$ cat config.mk
export PLATFORM = sky130hd
export DESIGN_NAME = oled_seq_ctrl
export DESIGN_NICKNAME = d
export VERILOG_FILES = /design/src/rtl/oled_pkg.sv /design/src/rtl/oled_wdog.sv /design/src/rtl/oled_seq_ctrl.sv
export SDC_FILE = /design/constraint.sdc
export NUM_CORES = 1
export LEC_CHECK = 0
export ABC_AREA = 1
export BUFFER_PORTS_ARGS = -buffer_cell sky130_fd_sc_hd__buf_4
export CORE_ASPECT_RATIO = 1.2
export CORE_MARGIN = 1
export CORE_UTILIZATION = 50
export CTS_CLUSTER_DIAMETER = 120
export DETAILED_ROUTE_END_ITERATION = 12
export PLACE_DENSITY = 0.78
export SLEW_MARGIN = 10
export SYNTH_ARGS = -nofsm -noshare
export SYNTH_HDL_FRONTEND = slang
export SYNTH_HIERARCHICAL = 1
export SYNTH_SLANG_ARGS = --single-unit
$ cat constraint.sdc
create_clock -name sys_clk -period 4.2 [get_ports sys_clk]
set_clock_uncertainty 0.15 [all_clocks]
set_input_delay 0 -clock sys_clk [delete_from_list [all_inputs] [get_ports sys_clk]]
set_output_delay 0 -clock sys_clk [all_outputs]
set_load 0.05 [all_outputs]
$ cat src/rtl/oled_pkg.sv
// -----------------------------------------------------------------------------
// oled_pkg
//   Shared definitions for the OLED display sequencing logic: the phase
//   encoding used by the sequencer FSM, data/counter widths and the SSD1306
//   IIC slave address that every sequencer embeds in its 24-bit words.
// -----------------------------------------------------------------------------
package oled_pkg;

    // One IIC word is {slave addr, control byte, data byte}.
    localparam int DATA_W = 24;

    // Watchdog counter width; wide enough for a 5e6-cycle limit.
    localparam int WD_W = 23;

    // 7-bit address 0x3C shifted left with the write bit clear.
    localparam logic [7:0] OLED_IIC_ADDR = 8'h78;

    typedef enum logic [2:0] {
        ST_PWRUP = 3'd0,
        ST_INIT  = 3'd1,
        ST_CLEAR = 3'd2,
        ST_SHOW  = 3'd3,
        ST_WAIT  = 3'd4
    } oled_state_t;

    // True for the phases that own the IIC writer.
    function automatic logic state_owns_iic(oled_state_t s);
        return (s == ST_INIT) || (s == ST_CLEAR) || (s == ST_SHOW);
    endfunction

endpackage

$ cat src/rtl/oled_wdog.sv
// -----------------------------------------------------------------------------
// oled_wdog
//   Free-running stall detector for the IIC writer. Counts clock cycles while
//   'run' is high; 'kick' restarts the count. 'expire' is asserted
//   combinationally on the last cycle of the allowed window so the owner can
//   react on the very next clock edge.
//
// Ports
//   clk     in   single clock, rising edge
//   rst_n   in   asynchronous active-low reset
//   run     in   count enable (IIC writer busy)
//   kick    in   synchronous counter clear, has priority over counting
//   expire  out  high while running with the count at WD_CYCLES-1
// -----------------------------------------------------------------------------
module oled_wdog
    import oled_pkg::*;
#(
    parameter int unsigned WD_CYCLES = 5000000
) (
    input  logic clk,
    input  logic rst_n,
    input  logic run,
    input  logic kick,
    output logic expire
);

    localparam logic [WD_W-1:0] WD_LAST = WD_W'(WD_CYCLES - 1);

    logic [WD_W-1:0] wd_cnt;

    always_ff @(posedge clk or negedge rst_n) begin
        if (!rst_n) begin
            wd_cnt <= '0;
        end else if (kick) begin
            wd_cnt <= '0;
        end else if (run && (wd_cnt != WD_LAST)) begin
            // Saturate at the limit so a missing kick cannot wrap around.
            wd_cnt <= wd_cnt + 1'b1;
        end
    end

    assign expire = run && (wd_cnt == WD_LAST);

endmodule

$ cat src/rtl/oled_seq_ctrl.sv
// -----------------------------------------------------------------------------
// oled_seq_ctrl
//   Top-level phase sequencer for the temperature/humidity OLED display.
//   After a power-up delay it hands the shared IIC writer to the init
//   sequencer, then the screen-clear sequencer, then the digit renderer
//   whenever a new sensor sample (or the very first draw) is pending.
//   A watchdog on write_done restarts the panel from INIT if the writer stalls.
//
// Ports
//   sys_clk        in   single clock, rising edge
//   rst_n          in   asynchronous active-low reset
//   dht11_done     in   pulse: new sensor sample available
//   init_data      in   24-bit word from the init sequencer
//   init_finish    in   pulse with the init sequencer's last write_done
//   clear_data     in   24-bit word from the clear sequencer
//   clear_finish   in   pulse with the clear sequencer's last write_done
//   show_data      in   24-bit word from the digit renderer
//   show_finish    in   pulse with the renderer's last write_done
//   write_done     in   pulse: IIC writer finished one word
//   init_req       out  init phase active
//   clear_req      out  clear phase active
//   show_req       out  show phase active
//   init_wdone     out  write_done gated to the init sequencer
//   clear_wdone    out  write_done gated to the clear sequencer
//   show_wdone     out  write_done gated to the digit renderer
//   iic_req        out  IIC writer request (any phase active)
//   iic_data       out  word of the active phase, zero when idle
//   ready          out  high once a screen clear has completed
//   err            out  sticky watchdog flag
// -----------------------------------------------------------------------------
module oled_seq_ctrl
    import oled_pkg::*;
#(
    parameter int unsigned POWERUP_CYCLES = 1000000,
    parameter int unsigned WD_CYCLES      = 5000000
) (
    input  logic              sys_clk,
    input  logic              rst_n,
    input  logic              dht11_done,
    input  logic [DATA_W-1:0] init_data,
    input  logic              init_finish,
    input  logic [DATA_W-1:0] clear_data,
    input  logic              clear_finish,
    input  logic [DATA_W-1:0] show_data,
    input  logic              show_finish,
    input  logic              write_done,
    output logic              init_req,
    output logic              clear_req,
    output logic              show_req,
    output logic              init_wdone,
    output logic              clear_wdone,
    output logic              show_wdone,
    output logic              iic_req,
    output logic [DATA_W-1:0] iic_data,
    output logic              ready,
    output logic              err
);

    localparam int PW_W = (POWERUP_CYCLES > 1) ? $clog2(POWERUP_CYCLES) : 1;
    localparam logic [PW_W-1:0] PW_LAST = PW_W'(POWERUP_CYCLES - 1);

    oled_state_t     state;
    oled_state_t     state_nxt;
    logic [PW_W-1:0] pwr_cnt;
    logic            refresh_pend;
    logic            clear_done;
    logic            show_entry;
    logic            state_chg;
    logic            wd_kick;
    logic            wd_expire;

    // -------------------------------------------------------------------------
    // Next-state logic. Only the active phase's finish is honoured; finishes
    // from the other requesters fall through the case untouched.
    // -------------------------------------------------------------------------
    always_comb begin
        state_nxt  = state;
        clear_done = 1'b0;
        show_entry = 1'b0;
        case (state)
            ST_PWRUP: if (pwr_cnt == PW_LAST) state_nxt = ST_INIT;
            ST_INIT:  if (init_finish)        state_nxt = ST_CLEAR;
            ST_CLEAR: if (clear_finish)       state_nxt = ST_WAIT;
            ST_SHOW:  if (show_finish)        state_nxt = ST_WAIT;
            // A sample arriving in WAIT starts SHOW on the next edge without
            // first passing through the pending flag.
            ST_WAIT:  if (refresh_pend || dht11_done) state_nxt = ST_SHOW;
            default:  state_nxt = ST_PWRUP;
        endcase

        // Stalled writer: restart the panel; overrides any finish this cycle.
        if (wd_expire) state_nxt = ST_INIT;

        clear_done = (state == ST_CLEAR) && (state_nxt == ST_WAIT);
        show_entry = (state == ST_WAIT)  && (state_nxt == ST_SHOW);
        state_chg  = (state_nxt != state);
    end

    // -------------------------------------------------------------------------
    // State, registered request decodes, power-up timer, flags.
    // Requests are decoded from state_nxt so they rise with the state itself.
    // -------------------------------------------------------------------------
    always_ff @(posedge sys_clk or negedge rst_n) begin
        if (!rst_n) begin
            state        <= ST_PWRUP;
            init_req     <= 1'b0;
            clear_req    <= 1'b0;
            show_req     <= 1'b0;
            pwr_cnt      <= '0;
            refresh_pend <= 1'b0;
            ready        <= 1'b0;
            err          <= 1'b0;
        end else begin
            state     <= state_nxt;
            init_req  <= (state_nxt == ST_INIT);
            clear_req <= (state_nxt == ST_CLEAR);
            show_req  <= (state_nxt == ST_SHOW);

            if ((state == ST_PWRUP) && (pwr_cnt != PW_LAST)) begin
                pwr_cnt <= pwr_cnt + 1'b1;
            end

            // Single-deep refresh queue. Entering SHOW consumes it; the first
            // WAIT after a clear queues one draw so digits appear immediately.
            if (show_entry) begin
                refresh_pend <= 1'b0;
            end else if (dht11_done || clear_done) begin
                refresh_pend <= 1'b1;
            end

            if (wd_expire) begin
                err   <= 1'b1;
                ready <= 1'b0;
            end else if (clear_done) begin
                ready <= 1'b1;
            end
        end
    end

    // -------------------------------------------------------------------------
    // IIC writer interface
    // -------------------------------------------------------------------------
    assign iic_req     = init_req | clear_req | show_req;
    assign init_wdone  = write_done & init_req;
    assign clear_wdone = write_done & clear_req;
    assign show_wdone  = write_done & show_req;

    always_comb begin
        iic_data = '0;
        case (state)
            ST_INIT:  iic_data = init_data;
            ST_CLEAR: iic_data = clear_data;
            ST_SHOW:  iic_data = show_data;
            default:  iic_data = '0;
        endcase
    end

    // The count restarts on every completed word and on every phase change,
    // so it measures the gap since the writer last made progress.
    assign wd_kick = write_done | state_chg | wd_expire;

    oled_wdog #(
        .WD_CYCLES (WD_CYCLES)
    ) u_wdog (
        .clk    (sys_clk),
        .rst_n  (rst_n),
        .run    (iic_req),
        .kick   (wd_kick),
        .expire (wd_expire)
    );

endmodule

==> results.md <==
Clock network:
- The number of buffers between clock root and the deepest sink is 2.
- The number of clock buffers added by TritonCTS is 5.
- Once the clock tree was built, the resizer swapped 0 gates to a different size.
- The post-cts hold buffer count is 4.
- The clock transition at the registers of the reported paths is 0.10 ns.
- The master cell of the clock root buffer is sky130_fd_sc_hd__clkbuf_8.
- Post-CTS timing repair inserted 0 buffers for setup.
- The clock tree from TritonCTS is built.
- The tree built by TritonCTS fans out to 52 sinks.
- The clock insertion delay at the later pin of the skew report is 0.30 ns.
- The H-tree was split into 2 levels.

Die:
- The core area is 0.007317 mm².
- For this configuration, the core starts out at a cell density of 0.5227.
- Measured along the x axis, the die boundary spans 81.84 µm.
- 112 I/O pins were placed.
- The die covers 0.008005 mm².
- The die outline height is 97.81 µm.
- Row generation in the floorplan step produced 34 rows.

Power and ir drop:
- The net switching power is 1222 µW.
- The worst voltage drop across the vdd grid is 516.2 µV.
- The internal power of the cells totals 1101 µW.
- The analysis attributes to cell leakage a power of 0.002388 µW.
- Dividing total power by cell area gives a power density of 480.2 mW/mm².
- The logic gate share of total power is 0.583.
- The switching share of power is 0.5261.
- The part of the power in the clock network is 0.147.
- The share of total power dissipated in sequential elements is 0.269.

Job:
- The max-cap check violation count is 0.

Timing:
- The number of hold-slack violations in the final timing report was 0.
- The achievable frequency is 278.9 MHz.
- The setup violation total in the final timing report is 0.
- The measured slew at the worst slew-check pin is 0.6426 ns.
- The final total negative setup slack is 0 ns.
- The max-slew violation count is 0.
- The worst pin sits at a relative slew slack of 0.5716.
- Setup repair after global routing left no endpoint under its margin.
- Counting I/O delays and the setup requirement, the final critical path takes 3.585 ns.
- The final period utilization is 0.8536.

Logic synthesis:
- The number of different library cells used by synthesis comes to 34.
- Counting flops and latches in the post-synthesis netlist gives 52.
- The cell with the most instances after synthesis is sky130_fd_sc_hd__nand2_1.
- The count of warnings emitted by yosys is 6.
- In this run the mean area of a mapped cell was 6.364 µm².
- The post-synthesis cell count is 601.
- The proportion of netlist area held by the largest area contributor is 0.3402.
- The most used flip-flop cell after synthesis is sky130_fd_sc_hd__dfrtp_1.
- The sequential share of the synthesized area is 0.3402.
- The fraction of registers with async set or reset after synthesis is 1.000.
- Counting instances in the post-synthesis netlist gives the leading cell types as sky130_fd_sc_hd__nand2_1, sky130_fd_sc_hd__nor2_1, sky130_fd_sc_hd__nand3_1.
- The net count after synthesis is 682.
- Yosys mapped a number of flops with a built-in enable equal to 0.
- The netlist area before placement is 0.003825 mm².
- In the post-synthesis netlist, the biggest area contributors are sky130_fd_sc_hd__dfrtp_1, sky130_fd_sc_hd__nand2_1, sky130_fd_sc_hd__nand3_1.
- Summed over all instances, the cell type with the most area after synthesis is sky130_fd_sc_hd__dfrtp_1.

GRT:
- The first-pass GRT wire length is 17.48 mm.
- The global-route met1 utilization is 0.3591.
- The number of antenna violations at the first check in global routing came to 0.
- Across every metal layer, demand over resource in global routing totals 0.2790.
- The maximum number of pins on one net before global-route repair is 53.
- The via count of the first global-routing pass came to 3885.
- met2 is the most crowded layer.
- The met2 usage is 0.4685.
- For this run the aggregate overflow at the end of global routing stands at 0.
- The met3 global-route usage is 0.04860.

Finish:
- The count of cells in the finished layout, fillers not included, comes to 802.
- In the final layout, the share of cells above drive strength 1 is 0.2331.
- 0 antenna diodes ended up in the layout.
- Fill cells in the final layout number 698.
- Compared with the post-synthesis result, the final layout area differs by 26.50%.
- After the last flow step, the layout net total stands at 792.

Place:
- The number of cells after detailed placement is 790.
- At the end of routability-driven placement, the weighted congestion stood at 0.9754.
- Input and output buffers added on the ports amount to 111.
- Once detailed placement completed, the half-perimeter wirelength came to 8.489 mm.

Drt:
- In the final routed layout, each cell accounts on average for 13.53 µm.
- The pre-antenna-repair detailed-routing pass consisted of 5 iterations.
- In the routed design, unresolved DRC markers number 0.
- The number of vias per cell is 5.121.
- In this run the remaining antenna-violating nets after routing total 0.
- The initial DRC count is 264.
- Across all layers, the routed design uses 4107 vias.
- Wires add up to 10.85 mm.

Critical path:
- The category of the worst setup path launch point is a register.
- The kind of end point of the critical path is a register.
- For the worst setup path, the data required time is 4.30 ns.
- In this run the worst path has a maximum fanout of 26.
- The signal arrival time at the worst endpoint is 3.68 ns.
- The worst reg2reg path startpoint is state[0].
- For the worst flop-to-flop path, the logic depth is 16.
- The startpoint of the worst setup timing path is state[0].
- The worst setup path is of the reg2reg kind.

Min path:
- The worst hold path was traced through 4 stages.
- In this run the most critical hold path is launched from init_finish.
- The class of the worst hold path is in2reg.

Status:
- The flow ran to the end, and the final reports show no timing, DRC or antenna violations.
[kinds of logic (layout without fill, tap and decap cells)]
logic type,Yosys count,in the layout,share of synthesized area
adder cells (fa/ha/maj),2,2,0.006541
AND/OR/NAND/NOR,420,420,0.4743
XOR/XNOR,20,20,0.04580
flip-flops,52,52,0.3402
buffers and inverters,80,191,0.08963
AO/OA/AOI/OAI,27,27,0.04351
[cell type report]
| type | instances | area, µm² | share of cell area |
|---|---|---|---|
| Clock inverter | 2 | 35.03 | 0.007241 |
| Clock buffer | 6 | 72.57 | 0.01500 |
| Multi-Input combinational cell | 469 | 2181 | 0.4507 |
| Timing Repair Buffer | 115 | 873.3 | 0.1805 |
| Tap cell | 90 | 112.6 | 0.02327 |
| Sequential cell | 52 | 1301 | 0.2689 |
| Inverter | 68 | 262.8 | 0.05431 |
[final timing paths]
check / end / slack, ns
min in group asynchronous: u_wdog/wd_cnt[17] / 0.11
worst min register to register: err / 0.33
worst max register to register: u_wdog/wd_cnt[20] / 0.61
max in group asynchronous: state[1] / 3.36
worst min-delay path: state[0] / 0.07
worst max-delay path: u_wdog/wd_cnt[20] / 0.61
[cells in the final DEF, fill, tap and decap left out, types with 5 or more instances in the layout]
cell and count:
sky130_fd_sc_hd__o21ai_0 6, sky130_fd_sc_hd__clkbuf_8 5, sky130_fd_sc_hd__xor2_1 14, sky130_fd_sc_hd__xnor2_1 6, sky130_fd_sc_hd__o21ai_1 8, sky130_fd_sc_hd__inv_2 14
sky130_fd_sc_hd__nor3_1 6, sky130_fd_sc_hd__nand2_2 5, sky130_fd_sc_hd__nor2_1 71, sky130_fd_sc_hd__nand3_1 59, sky130_fd_sc_hd__dfrtp_1 52, sky130_fd_sc_hd__inv_1 49
sky130_fd_sc_hd__buf_4 111, sky130_fd_sc_hd__nand2_1 240, sky130_fd_sc_hd__nor2_2 9, sky130_fd_sc_hd__o21ai_2 7, sky130_fd_sc_hd__nand4_1 12
[power groups by stage]
| stage | Clock, µW | Sequential [µW] | Combinational (µW) |
|---|---|---|---|
| final | 342 | 626 | 1360 |
| after global routing | 373 | 637 | 1450 |
| after CTS | 357 | 624 | 1350 |
| after detailed placement | 0 | 633 | 1340 |
| after global placement | 0 | 632 | 1330 |
| after floorplan | 0 | 649 | 1000 |
[worst max-delay path: stages, from the launching register on]
cell,delay [ns]
sky130_fd_sc_hd__dfrtp_1,0.46
sky130_fd_sc_hd__inv_2,0.09
sky130_fd_sc_hd__nand3_1,0.11
sky130_fd_sc_hd__inv_2,0.35
sky130_fd_sc_hd__nand2_1,0.16
sky130_fd_sc_hd__nand3_1,0.10
sky130_fd_sc_hd__dlygate4sd3_1,0.55
sky130_fd_sc_hd__nand2_1,0.08
sky130_fd_sc_hd__nand2_1,0.07
sky130_fd_sc_hd__nand2_1,0.05
sky130_fd_sc_hd__nor2_1,0.09
sky130_fd_sc_hd__nand2_1,0.28
sky130_fd_sc_hd__inv_1,0.47
sky130_fd_sc_hd__nand2_4,0.23
sky130_fd_sc_hd__clkinv_4,0.17
sky130_fd_sc_hd__nand2_1,0.06
sky130_fd_sc_hd__nand2_1,0.08
[stage by stage]
| stage | cell area (µm²) | power [µW] | hold WS, ns | setup WS (ns) | utilization |
|---|---|---|---|---|---|
| final | 4838 | 2324 | 0.06870 | 0.6149 | 0.6613 |
| after global routing | 4838 | 2457 | 0.09214 | 0.3432 | 0.6613 |
| after CTS | 4838 | 2332 | 0.04452 | 0.7056 | 0.6613 |
| after detailed placement | 4691 | 1977 | -0.07015 | 0.8646 | 0.6411 |
| after global placement | 4691 | 1961 | -0.07865 | 1.015 | 0.6411 |
| after floorplan | 3825 | 1652 | -0.4456 | 1.482 | - |
[flip-flops by register name, indices dropped and copies added (netlist names)]
| signal | flops |
|---|---|
| err | 1 |
| show_req | 1 |
| init_req | 1 |
| u_wdog/wd_cnt | 23 |
| refresh_pend | 1 |
| state | 3 |
| clear_req | 1 |
| ready | 1 |
| pwr_cnt | 20 |
[per-layer routing]
layer	part of all wire	vias up
met4	0.020	0
met5	0	-
met3	0.046	24
met2	0.50	120
met1	0.43	1868
li1	-	2095
(Power assumes the default switching activity.)
